--- src/rtl/rf_sb.sv ---
// rf_sb: register file with a per-register busy scoreboard.
// Ports: clk/rst, two combinational read ports, one write port, and a reserve port.
//   Outputs: read data and busy per read port, registered busy count, sticky err.
module rf_sb #(
  parameter int WIDTH   = 16,
  parameter int ADDR_W  = 3,
  parameter int BYPASS  = 1,
  parameter int ZERO_R0 = 0
) (
  input  logic              clk,
  input  logic              rst,
  input  logic [ADDR_W-1:0] read1regsel,
  input  logic [ADDR_W-1:0] read2regsel,
  input  logic [ADDR_W-1:0] writeregsel,
  input  logic [WIDTH-1:0]  writedata,
  input  logic              write,
  input  logic              reserve,
  input  logic [ADDR_W-1:0] reserveregsel,
  output logic [WIDTH-1:0]  read1data,
  output logic [WIDTH-1:0]  read2data,
  output logic              busy1,
  output logic              busy2,
  output logic [ADDR_W:0]   busy_cnt,
  output logic              err
);

  localparam int DEPTH = 1 << ADDR_W;
  localparam logic [ADDR_W:0] CNT_ONE = 1;

  logic [WIDTH-1:0] regs [DEPTH];
  logic [DEPTH-1:0] busy;
  logic [DEPTH-1:0] busy_nxt;

  logic wr_ok;
  logic r0_res;
  logic rs_ok;
  logic same;
  logic z1;
  logic z2;
  logic byp1;
  logic byp2;
  logic set_evt;
  logic clr_evt;
  logic err_evt;

  // Register 0 is hard-wired to zero when ZERO_R0 is set.
  assign wr_ok  = write && !(ZERO_R0 != 0 && writeregsel == '0);
  assign r0_res = reserve && ZERO_R0 != 0 && reserveregsel == '0;
  assign rs_ok  = reserve && !r0_res;
  assign same   = writeregsel == reserveregsel;

  assign z1   = ZERO_R0 != 0 && read1regsel == '0;
  assign z2   = ZERO_R0 != 0 && read2regsel == '0;
  assign byp1 = BYPASS != 0 && wr_ok && writeregsel == read1regsel;
  assign byp2 = BYPASS != 0 && wr_ok && writeregsel == read2regsel;

  always_comb begin
    read1data = '0;
    read2data = '0;
    if (byp1) read1data = writedata;
    else if (!z1) read1data = regs[read1regsel];
    if (byp2) read2data = writedata;
    else if (!z2) read2data = regs[read2regsel];
  end

  // A forwarded write resolves the pending operand this cycle.
  assign busy1 = !byp1 && !z1 && busy[read1regsel];
  assign busy2 = !byp2 && !z2 && busy[read2regsel];

  // Reservation is applied after the clear so a same-register pair ends busy.
  always_comb begin
    busy_nxt = busy;
    if (wr_ok) busy_nxt[writeregsel] = 1'b0;
    if (rs_ok) busy_nxt[reserveregsel] = 1'b1;
  end

  assign set_evt = rs_ok && !busy[reserveregsel];
  assign clr_evt = wr_ok && busy[writeregsel] && !(rs_ok && same);
  assign err_evt = (rs_ok && busy[reserveregsel] && !(wr_ok && same))
                 || r0_res;

  always_ff @(posedge clk) begin
    if (rst) begin
      for (int i = 0; i < DEPTH; i++) regs[i] <= '0;
      busy     <= '0;
      busy_cnt <= '0;
      err      <= 1'b0;
    end else begin
      if (wr_ok) regs[writeregsel] <= writedata;
      busy <= busy_nxt;
      if (set_evt && !clr_evt) busy_cnt <= busy_cnt + CNT_ONE;
      else if (clr_evt && !set_evt) busy_cnt <= busy_cnt - CNT_ONE;
      if (err_evt) err <= 1'b1;
    end
  end

endmodule

--- config.mk ---
export PLATFORM = sky130hd
export DESIGN_NAME = rf_sb
export DESIGN_NICKNAME = d
export VERILOG_FILES = /design/src/rtl/rf_sb.sv
export SDC_FILE = /design/constraint.sdc
export NUM_CORES = 1
export LEC_CHECK = 0
export ABC_CLOCK_PERIOD_IN_PS = 3900
export BUFFER_PORTS_ARGS = -buffer_cell sky130_fd_sc_hd__buf_2
export CAP_MARGIN = 5
export CORE_MARGIN = 10
export CORE_UTILIZATION = 40
export DETAILED_ROUTE_END_ITERATION = 12
export SLEW_MARGIN = 20
export SYNTH_ARGS = -nofsm -noshare
export SYNTH_HDL_FRONTEND = slang
export SYNTH_SLANG_ARGS = --single-unit
--- constraint.sdc ---
create_clock -name clk -period 3.9 [get_ports clk]
set_input_delay 0.585 -clock clk [delete_from_list [all_inputs] [get_ports clk]]
set_output_delay 0.585 -clock clk [all_outputs]
set_load 0.02 [all_outputs]
### Word level (Yosys, flattened, before mapping)

Memory sizes are Yosys's and may differ from the RTL's.
Cells that the tools add are included.

| storage, ports and cells | value |
|---|---|
| word-level logic and storage cells | 68 |
| bits in registers | 13 |
| RAM bits | 128 |
| memories | 1 |

Memory list:

| memory | depth | width | read ports | clocked after Yosys merged registers in | wr ports | line | RTL |
|---|---|---|---|---|---|---|---|
| regs | 8 | 16 | 2 | 0 | 8 | 30 | `logic [WIDTH-1:0] regs [DEPTH];` |

| cells by class | value |
|---|---|
| bitwise operators | 3 |
| mux-type cells | 26 |
| order comparisons | 6 |
| add/subtract/negate cells | 2 |
| reduce and logical (&&, ||, !) cells | 24 |
| equality and inequality tests | 3 |

Operators with widths:

| operator | number |
|---|---|
| $mux W16 | 3 |
| $lt A3 B4 Y1 const B | 4 |
| $mux W8 | 2 |
| $reduce_or A16 Y1 | 1 |
| $logic_and A1 B1 Y1 | 15 |
| $bmux W1 S3 | 4 |
| $mux W1 | 12 |
| $eq A3 B3 Y1 | 3 |
| $and A8 B8 Y8 | 1 |
| $mux W4 | 2 |
| $not A8 Y8 | 1 |
| $or A8 B8 Y8 | 1 |
| $logic_not A1 Y1 | 7 |
| $demux W1 S3 | 2 |
| $ge A3 B1 Y1 const B | 2 |
| $add A4 B1 Y4 const B | 1 |
| $sub A4 B1 Y4 const B | 1 |
| $mux W3 | 1 |
| $reduce_bool A2 Y1 | 1 |

### Logic depth before layout (Yosys ltp)

Gate-level depths: netlist of the first run.

| logic depth | value |
|---|---|
| depth after elaboration | 9 |
| gate-level depth with buffers | 13 |
| mapped depth without buffers | 11 |

### Worst setup path before layout of the first run

No wires, ideal clock.

| path | value |
|---|---|
| path type | in2reg |
| start point | in writeregsel[2] |
| end point | reg busy_cnt[3] |
| cell stages on the path | 13 |
| path slack | 0.982 ns |
| path buffers | 2 |
| data arrival time | 2.797 ns |
| required time | 3.779 ns |
| cell sequence | buf_4 buf_4 mux2_2 nand2_1 a2bb2oi_1 o211ai_1 ha_1 inv_1 ha_1 a21oi_1 a211oi_1 a31oi_1 mux2_2 |

| on the way | value |
|---|---|
| cells in the longest elaborated chain, start to end | 7 |
| elaborated cells between the ends (all ways) | 12 |
| those cells by class | eq/ne: 1; mux: 3; reduce/logical: 8 |

RTL lines:

| element | line | RTL |
|---|---|---|
| start, declared | 14 | `input logic [ADDR_W-1:0] writeregsel,` |
| $bmux W1 S3 / $eq A3 B3 Y1 (equally long branches) | 78, 50 |  |
| $mux W1 (not written as such) / $logic_and A1 B1 Y1 (equally long branches) | 78 | `assign clr_evt = wr_ok && busy[writeregsel] && !(rs_ok && same);` |
| $logic_and A1 B1 Y1 / $logic_not A1 Y1 (equally long branches) | 78 |  |
| $logic_and A1 B1 Y1 (*) | 78 |  |
| $logic_not A1 Y1 | 91 | `if (set_evt && !clr_evt) busy_cnt <= busy_cnt + CNT_ONE;` |
| $logic_and A1 B1 Y1 | 91 |  |
| $mux W4 / $reduce_bool A2 Y1 (equally long branches) | - |  |
| end signal, assigned | 91 |  |
| end signal, assigned | 92 | `else if (clr_evt && !set_evt) busy_cnt <= busy_cnt - CNT_ONE;` |
| end, declared | 23 | `output logic [ADDR_W:0] busy_cnt,` |

Mark *: on every way between the ends. The rest lies on a longest branch, timed or not. The select of a mux whose other input is x is not followed.
A chain may end at the register's enable or synchronous reset.

### Worst setup path after layout of the first run

| path | value |
|---|---|
| start point | in read2regsel[0] |
| end point | out read2data[7] |

| on the way | value |
|---|---|
| cells in the longest elaborated chain, start to end | 3 |
| elaborated cells between the ends (all ways) | 4 |
| those cells by class | eq/ne: 1; mux: 1; reduce/logical: 1; memory: 1 |

RTL lines:

| element | line | RTL |
|---|---|---|
| start, declared | 13 | `input logic [ADDR_W-1:0] read2regsel,` |
| branches (longest 2 deep; another with $mem_v2 Z8 W16) | - |  |
| $mux W16 (*) | 62 | `if (byp2) read2data = writedata;` |
| end, declared | 20 | `output logic [WIDTH-1:0] read2data,` |

Mark *: on every way between the ends.

==> results of run 1 <==
==> layout make-up <==
type | instances | share of cell area
Sequential cell | 141 | 0.431
Inverter | 14 | 0.00552
Clock inverter | 15 | 0.0205
Multi-Input combinational cell | 391 | 0.412
Tap cell | 270 | 0.0355
Clock buffer | 17 | 0.0447
Timing Repair Buffer | 84 | 0.0505
==> cell usage in the layout, fill, tap and decap left out, types with 9 or more instances in the layout <==
master     Yosys  final
a21oi_1       35     35
and2_1       129    129
buf_2         14     70
buf_4          8     12
clkbuf_16      0     17
dfxtp_1       13     13
edfxtp_1     128    128
inv_1         14     14
mux2i_1       36     36
mux4_1        62     62
nand2_1        9      9
nor2_1        44     44
==> cell families after synthesis <==
| kind of cell | Yosys count | share of synthesized area |
|---|---|---|
| AOI/OAI and AO/OA | 60 | 0.0423 |
| and+or+nand+nor | 208 | 0.144 |
| buffers and inverters | 58 | 0.0432 |
| DFF | 141 | 0.490 |
| xor gates and xnor gates | 11 | 0.0115 |
| adders and majority gates | 4 | 0.00688 |
| muxes | 108 | 0.262 |
==> per-layer routing <==
| metal | vias up | wire length, um | share of wire |
|---|---|---|---|
| met3 | 29 | 1220 | 0.055 |
| met2 | 194 | 11800 | 0.54 |
| li1 | 2398 | - | - |
| met4 | 0 | 336 | 0.015 |
| met1 | 2687 | 8670 | 0.39 |
| met5 | - | 0 | 0 |
==> registers in the layout, summed over array words and instances (netlist names) <==
name,flops
regs,128
busy,8
busy_cnt,4
err,1
==> power by group through the flow <==
| stage | registers (mW) | logic, mW | clock network, mW |
|---|---|---|---|
| after floorplan | 1.83 | 0.449 | 0 |
| after global placement | 1.83 | 0.657 | 0 |
| after detailed placement | 1.84 | 0.669 | 0 |
| after CTS | 1.81 | 0.670 | 1.72 |
| after global routing | 1.82 | 0.716 | 1.80 |
| final | 1.81 | 0.662 | 1.70 |
==> worst register-to-register path, delay by kind of cell, from the launching register on <==
kind / cells / cell delay [ns]
fa+ha+maj: 2 / 0.49
simple gates: 1 / 0.15
compound gates: 3 / 0.49
flops: 1 / 0.36
mux: 3 / 1.03
buf+inv: 1 / 0.09
==> path summary, 6_finish.rpt <==
path / slack [ns] / endpoint / start
worst max-delay path: 0.95 / read2data[7] / read2regsel[0]
worst min register to register: 0.44 / err / err
worst max register to register: 1.18 / busy_cnt[3] / busy[7]
worst min-delay path: 0.44 / err / err
==> metrics by stage <==
step	area (um^2)	power (mW)	hold WS, ns
3_5_place_dp	8890	2.51	0.434
3_3_place_gp	8890	2.48	0.434
4_1_cts	9510	4.19	0.443
5_1_grt	9510	4.33	0.460
2_1_floorplan	8370	2.28	0.457
6_report	9510	4.17	0.442
==> results.md, run 1 <==
- The run finished with clean final reports.
- The die covers 27100 um^2.
- The total number of nets in the final design is 685.
- Of the total power, the share spent switching nets is 0.256.
- Of the total power, registers draw 0.433.
- The clock-pin slew on the worst setup and hold paths is 0.06 ns.
- The mean area per synthesized cell is 14.2 um^2.
- The critical path data arrival time is 2.37 ns.
- Across the whole layout, storage elements account for 4100 um^2.
- The clock period minus worst slack is 2.95 ns.
- The share of synthesized area in the top cell type comes to 0.459.
- The total count of max-transition violations in the final report came to 0.
- The post-DP HPWL is 13800 um.
- The internal power contribution is 3.10 mW.
- After routing, the total negative slack on setup checks comes to 0 ns.
- The number of sinks on the clock net is 141.
- After clock tree synthesis, the setup repair step added 0 buffers.
- In this run the power density over the cells is 438 nW/um^2.
- The maximum net fanout on the critical path is 16.
- The critical path in this run is classified as in -> out.
- For the worst-skew pair, the clock arrives at the later sink with an insertion delay of 0.42 ns.
- In this run, synthesis inferred 128 flip-flops with an integrated enable.
- STA puts the critical path data required time at 3.31 ns.
- The layout-stage area growth over the synthesis result is 13.6%.
- The fraction of final layout cells with drive strength greater than 1 is 0.218.
- From left edge to right edge, the die measures 165 um.
- For met1 alone, demand over resource in global routing was 0.195.
- The critical path crosses 6 cells after its start point.
- At the placement stage, the worst setup path has a slack of 0.742 ns.
- The first routing iteration left 483 violations.
- For the pin with the worst max-slew slack, the measured transition is 1.08 ns.
- The synthesized design contains 141 register bits.
- The maximum number of buffers from clock root to sink is 2.
- The detailed-router iteration count before antenna repair is 5.
- The floorplan has 52 rows.
- The number of global-route vias before repair came to 5483.
- Measured along the y axis, the die boundary spans 165 um.
- After detailed routing, the number of vias per cell comes to 5.70.
- The number of hold violations in the final report is 0.
- In this run the clock root is driven by a clkbuf_16.
- Post-CTS repair changed the size of 0 cells.
- The portion of total power attributed to combinational logic is 0.159.
- The number of maximum-capacitance violations is 0.
- The H-tree depth is 4.
- The part of the Yosys area used for sequential elements is 0.490.
- The highest-delay cell along the critical path is mux4_1.
- Detailed routing inserted a total of 5308 vias.
- The most numerous cell in the Yosys netlist is and2_1.
- The yosys synthesis warning count is 0.
- Between clock sinks in the finished design, the worst skew comes to 0.00282 ns.
- Headroom to the max-slew limit came out at 0.282.
- The final antenna diode count is 0.
- The instance count of the mapped netlist is 590.
- The switching power is 1.07 mW.
- Once detail routing completed, the nets flagged for antenna violations numbered 0.
- By count the netlist is led by and2_1, edfxtp_1, mux4_1.
- For this run, the slowest stage of the critical path takes 0.57 ns.
- The share of total power dissipated in the clock network is 0.408.
- STA classifies the critical path endpoint as an output pin.
- Counting instances, the worst hold path has a depth of 2.
- Together, buffers and inverters on the worst path number 3.
- The kind of cell adding the most delay to the critical path is buffers and inverters.
- The met3 routing resource usage after global routing is 0.0386.
- The leakage power total is 3.70 nW.
- Setup repair after global routing left no endpoint under its margin.
- Buffers inserted during clock tree synthesis total 17.
- For this run, the total global-route usage over all layers was measured as 0.165.
- The kind of launch point of the worst setup path is a primary input.
- The first-pass GRT wire length is 33200 um.
- The maximum vdd ir drop is 0.000271 V.
- The number of port buffers is 70.
- The placeable core region is 20400 um^2.
- The largest area contributor in the synthesized netlist is edfxtp_1.
- After filler insertion, the fill cell instance count of the layout stands at 1822.
- The post-placement cell count is 900.
- The initial antenna violation count is 0.
- Counting every net in the synthesized netlist gives 626.
- For this run, the number of standard cells in the final layout without fillers is 932.
- The global placement routability congestion is 0.869.
- Summing all multi-input logic gate instances after layout gives 3920 um^2.
- Timing would allow up to 339 MHz.
- The post-cts hold buffer count is 0.
- The final core utilization is 0.466.
- The most used flip-flop cell after synthesis is edfxtp_1.
- Counting stages on the worst path, the most repeated cell is buf_2.
- TritonCTS built the clock tree.
- The path category of the worst min-delay check is reg -> reg.
- The boundary pin count is 71.
- The DRC violation count after routing is 0.
- The proportion of register bits with asynchronous set or reset after synthesis is 0.
- Setup violations remaining at the end of the flow were counted as 0.
- Entering global routing, the biggest net connects 24 pins.
- In the finished design, the share of the clock period the worst path needs comes to 0.757.
- After detailed routing, the average wire length per cell comes to 23.6 um.
- The signal on the critical path passes through buf_2 -> buf_4 -> mux4_1 -> mux2i_1 -> a21oi_1 -> buf_2.
- Setup slack on the critical path of the routed design comes to 0.949 ns.
- After global routing, the most crowded layer is met2.
- The global-route met2 utilization is 0.292.
- The worst register-to-register path has a depth of 10.
- For this configuration, the core starts out at a cell density of 0.410.
- The wire length reported by the detailed router is 22000 um.
- In the post-synthesis netlist, the biggest area contributors are edfxtp_1, mux4_1, and2_1.
- The netlist uses 49 different library cells.
- The synthesized netlist occupies a cell area of 8370 um^2.
- The total overflow left after global routing is 0.
No activity file was read; power rests on OpenSTA's default activity.
==> run 2: changes to the inputs <==
--- a/config.mk
+++ b/config.mk
@@ -5,7 +5,7 @@
 export SDC_FILE = /design/constraint.sdc
 export NUM_CORES = 1
 export LEC_CHECK = 0
-export ABC_CLOCK_PERIOD_IN_PS = 3900
+export ABC_CLOCK_PERIOD_IN_PS = 2400
 export BUFFER_PORTS_ARGS = -buffer_cell sky130_fd_sc_hd__buf_2
 export CAP_MARGIN = 5
 export CORE_MARGIN = 10
==> constraint.sdc (replaced) <==
create_clock -name clk -period 2.4 [get_ports clk]
set_input_delay 0.36 -clock clk [delete_from_list [all_inputs] [get_ports clk]]
set_output_delay 0.36 -clock clk [all_outputs]
set_load 0.02 [all_outputs]
==> results.md, run 2 (synthesis gave the netlist of run 1 again) <==
- The global placement routability congestion is 0.856.
- For this run, the total global-route usage over all layers was measured as 0.169.
- Setup violations remaining at the end of the flow were counted as 1.
- Summing all flip-flop and latch instances after layout gives 4110 um^2.
- The worst-case IR drop observed on VDD is 0.000553 V.
- In this run the deepest clock path goes through 2 buffers.
- The path category of the worst min-delay check is in -> reg.
- The final reports fail on setup timing.
- In this design, the stage delay of the slowest critical-path cell is 0.48 ns.
- The highest-delay cell along the critical path is mux4_2.
- Counting the buffers created by CTS gives 17.
- Entering global routing, the biggest net connects 22 pins.
- The routed via count divided by cell count is 5.53.
- Summed over all cells, the static leakage comes to 4.00 nW.
- Measured in cells, the most critical reg-to-reg path has a length of 10.
- The DRC violation count after routing is 0.
- The category of the critical setup timing path is reg -> reg.
- The per-cell routed wire length is 23.0 um.
- The effective utilization at floorplan is 0.410.
- The power consumption is 6.87 mW.
- The final worst setup slack is -0.0683 ns.
- Summed over all layers, the routed wires come to 22600 um.
- The count of nets left with antenna violations once routing finished came out at 0.
- The number of rows in the core area is 52.
- In this run the tightest slew margin relative to its limit is 0.640.
- The clock period minus worst slack is 2.47 ns.
- The number of hold violations in the final report was 0.
- The area of the die is 27100 um^2.
- The multi-input combinational cells in the finished layout cover a total of 3960 um^2.
- Setup repair after global routing could not meet its margin everywhere.
- The number of port buffers is 70.
- During I/O placement, the number of pins put on the boundary was 71.
- In this run the horizontal extent of the chip is 165 um.
- The die is 165 um tall.
- The largest registers in the layout are regs: 128 flops, busy: 8 flops, busy_cnt: 4 flops.
- The setup TNS is -0.0683 ns.
- After detailed placement, the design holds a cell count of 952.
- STA classifies the critical path endpoint as a register.
- The clock latency on the worst-skew pair is 0.42 ns.
- STA puts the critical path data required time at 2.71 ns.
- The final core utilization is 0.491.
- The critical path starts at busy[3].
- The endpoint of the worst register-to-register path is busy_cnt[3].
- Data on the critical path arrives at its endpoint at 2.78 ns.
- After routing the design area is 10000 um^2.
- For this design the ratio of total power to cell area is 684 nW/um^2.
- After clock tree synthesis, the clock-pin slew on the worst setup and hold paths is 0.06 ns.
- The number of global-route vias before repair is 5642.
- The first global-routing pass estimated 33900 um of wire.
- The H-tree generated during clock tree synthesis spans 4 levels.
- The initial antenna violation count was 0.
- The total count of max-transition violations in the final report came to 0.
- The post-route non-filler standard cell count is 984.
- The kind of launch point of the worst setup path is a register.
- The layout-stage area growth over the synthesis result is 19.9%.
- Traced cell by cell, the critical path runs through mux4_2 -> mux2i_2 -> and2_1 -> ha_2 -> inv_2 -> ha_4 -> a21oi_4 -> a211oi_2 -> a31oi_1 -> mux2_2.
- The number of cells on the worst hold path is 3.
- The register with the most flip-flops in the final layout is regs.
- Clock tree synthesis found a total of 141 sinks.
- The worst register-to-register path begins at busy[3].
- The routed layout has 5443 vias.
- The violation count after the first detailed-routing iteration is 510.
- Max-cap violations in this run came to 0.
- The final period utilization is 1.03.
- The master cell of the clock root buffer is clkbuf_16.
- The leading cell type in the layout, fill and taps excluded is and2_1.
- The fraction of final layout cells with drive strength greater than 1 is 0.283.
- Global routing finished with a remaining overflow of 0.
- The maximum net fanout on the critical path is 3.
- The filler cell count in the final layout is 1824.
- For the pin with the worst max-slew slack, the measured transition is 0.538 ns.
- The highest achievable clock rate is 405 MHz.
- Setup slack on the worst reg-to-reg path comes out at -0.07 ns.
- Summing all placed instances gives a cell area of 9400 um^2.
- Once detailed placement completed, the half-perimeter wirelength came to 15400 um.
- The CTS tree is done.
- The placeable core region is 20400 um^2.
- Hold is met by 0.272 ns.
- Leaving out fill and tap cells, the most frequent cells in the layout are and2_1, edfxtp_1, buf_2.
- The post-placement worst setup slack is -0.400 ns.
- The destination of the critical timing path is busy_cnt[3].
- The detailed-router iteration count before antenna repair is 5.
- The final antenna diode count is 0.
- The number of flip-flops under the largest register name is 128.
- The run finished, with violations left.
- For this run, the post-layout net count is 738.
- The clock skew after layout is 0.00830 ns.
run 2: where the power goes:
group          leakage, nW  switching [mW]  internal [mW]
clock network        0.288            1.00           1.73
logic                 2.37           0.660          0.548
registers             1.34          0.0837           2.85
run 2: cell type report:
type,count,share of cell area
Timing Repair Buffer,137,0.0975
Inverter,14,0.00523
Sequential cell,141,0.409
Clock buffer,19,0.0431
Clock inverter,12,0.0170
Tap cell,270,0.0337
Multi-Input combinational cell,391,0.395
run 2: routing by layer:
layer | up-vias | global-route usage | part of all wire
met2 | 181 | 0.297 | 0.52
met5 | - | 0 | 0
li1 | 2498 | - | -
met3 | 24 | 0.0341 | 0.054
met4 | 0 | 0.0431 | 0.013
met1 | 2740 | 0.208 | 0.41
run 2: worst min-delay path by stage:
stage | start | end | slack [ns]
CTS | reserveregsel[1] | busy[6] | 0.26
finish | reserveregsel[1] | busy[6] | 0.27
floorplan | busy[3] | busy[3] | 0.46
detailed placement | err | err | 0.44
global placement | err | err | 0.44
global route | reserveregsel[1] | busy[6] | 0.28
run 2: worst max-delay path: cells and delay by family, from the launching register on:
kind	cells	cell delay, ns
AOI/OAI and AO/OA	3	0.39
adders and majority gates	2	0.41
buffers and inverters	1	0.06
DFF	1	0.31
muxes	3	1.02
and+or+nand+nor	1	0.16
run 2: timing repair:
item	4_1_cts	5_1_grt
resized for setup	4	3
endpoints found under the setup margin	1	2
hold buffers	0	0
setup buffers	1	0
pin swaps	3	1
==> run 3: changes to the inputs <==
--- a/config.mk
+++ b/config.mk
@@ -9,7 +9,7 @@
 export BUFFER_PORTS_ARGS = -buffer_cell sky130_fd_sc_hd__buf_2
 export CAP_MARGIN = 5
 export CORE_MARGIN = 10
-export CORE_UTILIZATION = 40
+export CORE_UTILIZATION = 35
 export DETAILED_ROUTE_END_ITERATION = 12
 export SLEW_MARGIN = 20
 export SYNTH_ARGS = -nofsm -noshare
==> results.md, run 3 (synthesis gave the netlist of run 1 again) <==
- The run finished, with violations left.
- The final reports fail on setup timing.
- The number of global-route vias before repair was 5810.
- The min-delay analysis places its worst path in the category in -> reg.
- In the final layout, the share of cells above drive strength 1 is 0.296.
- The number of port buffers is 70.
- The violation count after the first detailed-routing iteration is 432.
- The net count of the finished layout is 737.
- At the pin with the least slew margin, the transition time is 0.552 ns.
- The clock skew after layout is 0.00790 ns.
- In this run the deepest clock path goes through 2 buffers.
- After detailed routing, the average wire length per cell comes to 22.0 um.
- Counting I/O delays and the setup requirement, the final critical path takes 2.45 ns.
- The final worst setup slack is -0.0451 ns.
- The clock-pin slew on the worst setup and hold paths is 0.06 ns.
- The multi-input logic area is 4000 um^2.
- The leakage power total is 4.01 nW.
- The worst slew slack as a fraction of its limit is 0.631.
- The post-cts hold buffer count is 0.
- The longest individual stage delay on the worst path is 0.48 ns.
- The aggregate global routing overflow is 0.
- For the worst-skew pair, the clock arrives at the later sink with an insertion delay of 0.42 ns.
- The kind of capture point of the worst setup path is a register.
- Measured along the x axis, the die boundary spans 175 um.
- Of all nets on the critical path, the largest fanout is 4.
- The total of endpoints with negative setup slack in the final report is 2.
- The post-DP HPWL is 15500 um.
- The number of buffers and inverters on the critical path is 1.
- The clock drives 141 sinks.
- The highest achievable clock rate is 409 MHz.
- The vertical extent of the die is 175 um.
- Ranked by flip-flop count, first place goes to regs.
- For the worst setup path, the data arrival time is 2.76 ns.
- The kind of cell with the highest combined delay along the critical path is multiplexers.
- The first TritonRoute pass finished after 5 iterations.
- The final core utilization is 0.432.
- Prior to clock tree synthesis, the placed netlist has a worst setup slack of -0.290 ns.
- The slowest stage of the critical path belongs to the cell mux4_2.
- The floorplan step defined a die boundary enclosing 30500 um^2.
- The initial antenna violation count is 3.
- The area used by sequential logic in the layout is 4110 um^2.
- The placeable core region is 23500 um^2.
- The register with the most flip-flops in the layout has 128 of them.
- Setup repair after global routing could not meet its margin everywhere.
- The total count of max-transition violations in the final report came to 0.
- The routed wire length on met2 is 11800 um.
- The routed via count divided by cell count is 5.33.
- The smallest hold slack is 0.284 ns.
- The critical path goes through mux4_2 -> mux2i_2 -> and2_4 -> ha_4 -> inv_4 -> ha_4 -> a21oi_4 -> a211oi_2 -> a31oi_1 -> mux2_2.
- The global placement routability congestion is 0.797.
- The overall fraction of global-route tracks in use is 0.148.
- The number of maximum-capacitance violations is 0.
- The maximum vdd ir drop is 0.000441 V.
- The detailed router placed 5513 vias in this run.
- The filler cell count in the final layout is 2099.
- The total power per unit cell area is 684 nW/um^2.
- The initial utilization of the core area, before any placement, comes to 0.357.
- The cell seen most often among critical-path stages is ha_4.
- The final period utilization is 1.02.
- The count of nets left with antenna violations once routing finished came out at 0.
- After detailed routing, the wire length on met1 is 9500 um.
- Signal routing reaches up to met5.
- The CTS buffer count is 17.
- The worst setup path is launched from a register.
- The number of hold violations in the final report is 0.
- Compared with the post-synthesis result, the final layout area differs by 21.1%.
- In the final layout, the registers with the most flip-flops are regs: 128 flops, busy: 8 flops, busy_cnt: 4 flops.
- The DRC violation count after routing is 0.
- The first global-routing pass estimated 34600 um of wire.
- TritonCTS built the clock tree.
- The wire length reported by the detailed router is 22800 um.
- 71 I/O pins were placed.
- By startpoint and endpoint, the worst setup path is classified as reg -> reg.
- The library cells used most frequently in the layout, excluding fill and tap cells, are and2_1, edfxtp_1, buf_2.
- The master cell of the clock root buffer is clkbuf_16.
- CTS built an H-tree with a depth of 4.
- The worst path required time is 2.72 ns.
- The maximum number of pins on one net before global-route repair is 27.
- The number of rows in the core area is 56.
- Wire segments on met3 add up to 1040 um in the final route.
-- run 3: cell types whose count changed in the layout (fill, tap and decap cells not counted), sizes merged --
cell	previous run	this run
clkbuf	19	17
clkinvlp	2	4
buf	137	136
diode	0	1
inv	15	16
-- run 3: worst paths after layout --
kind,from,to,slack (ns),cells past startpoint
setup / recovery,busy[3],busy_cnt[3],-0.05,10
hold / removal,reserve,busy[4],0.28,3
setup reg to reg,busy[3],busy_cnt[3],-0.05,10
hold reg to reg,err,err,0.45,2
-- run 3: metrics by stage --
step / total power [mW] / cells / instance area, um^2 / setup TNS, ns
3_3_place_gp: 4.13 / 997 / 9410 / -0.425
6_report: 6.94 / 1034 / 10100 / -0.0604
3_5_place_dp: 4.17 / 997 / 9410 / -0.605
2_1_floorplan: 3.72 / 590 / 8400 / -0.112
4_1_cts: 6.96 / 1031 / 10100 / -0.0595
5_1_grt: 7.17 / 1034 / 10100 / -0.224
-- run 3: routing by layer --
layer / vias to the layer above / track usage
met2: 172 / 0.259
li1: 2506 / -
met5: - / 0
met4: 2 / 0.0512
met3: 31 / 0.0306
met1: 2802 / 0.178
-- run 3: final cells by class --
class | count | share of cell area
Antenna cell | 1 | 0.000247
Clock inverter | 15 | 0.0193
Multi-Input combinational cell | 391 | 0.395
Timing Repair Buffer | 136 | 0.0937
Sequential cell | 141 | 0.405
Tap cell | 319 | 0.0394
Inverter | 14 | 0.00543
Clock buffer | 17 | 0.0420
-- run 3: worst register-to-register path: stages (launching register included) --
cell and delay (ns):
dfxtp_2 0.33, mux4_2 0.48, mux2i_2 0.19, and2_4 0.18, ha_4 0.15, inv_4 0.05
ha_4 0.23, a21oi_4 0.14, a211oi_2 0.08, a31oi_1 0.17, mux2_2 0.34
-- run 3: timing repair --
action | CTS | global route
gates resized for setup | 4 | 14
buffers inserted | 2 | 2
pin swaps | 3 | 5
endpoints found under the setup margin | 2 | 3
-- run 3: where the power goes --
| group | total, mW | switching, mW | internal (mW) |
|---|---|---|---|
| Clock | 2.77 | 1.04 | 1.74 |
| Sequential | 2.94 | 0.0883 | 2.85 |
| Combinational | 1.22 | 0.668 | 0.557 |
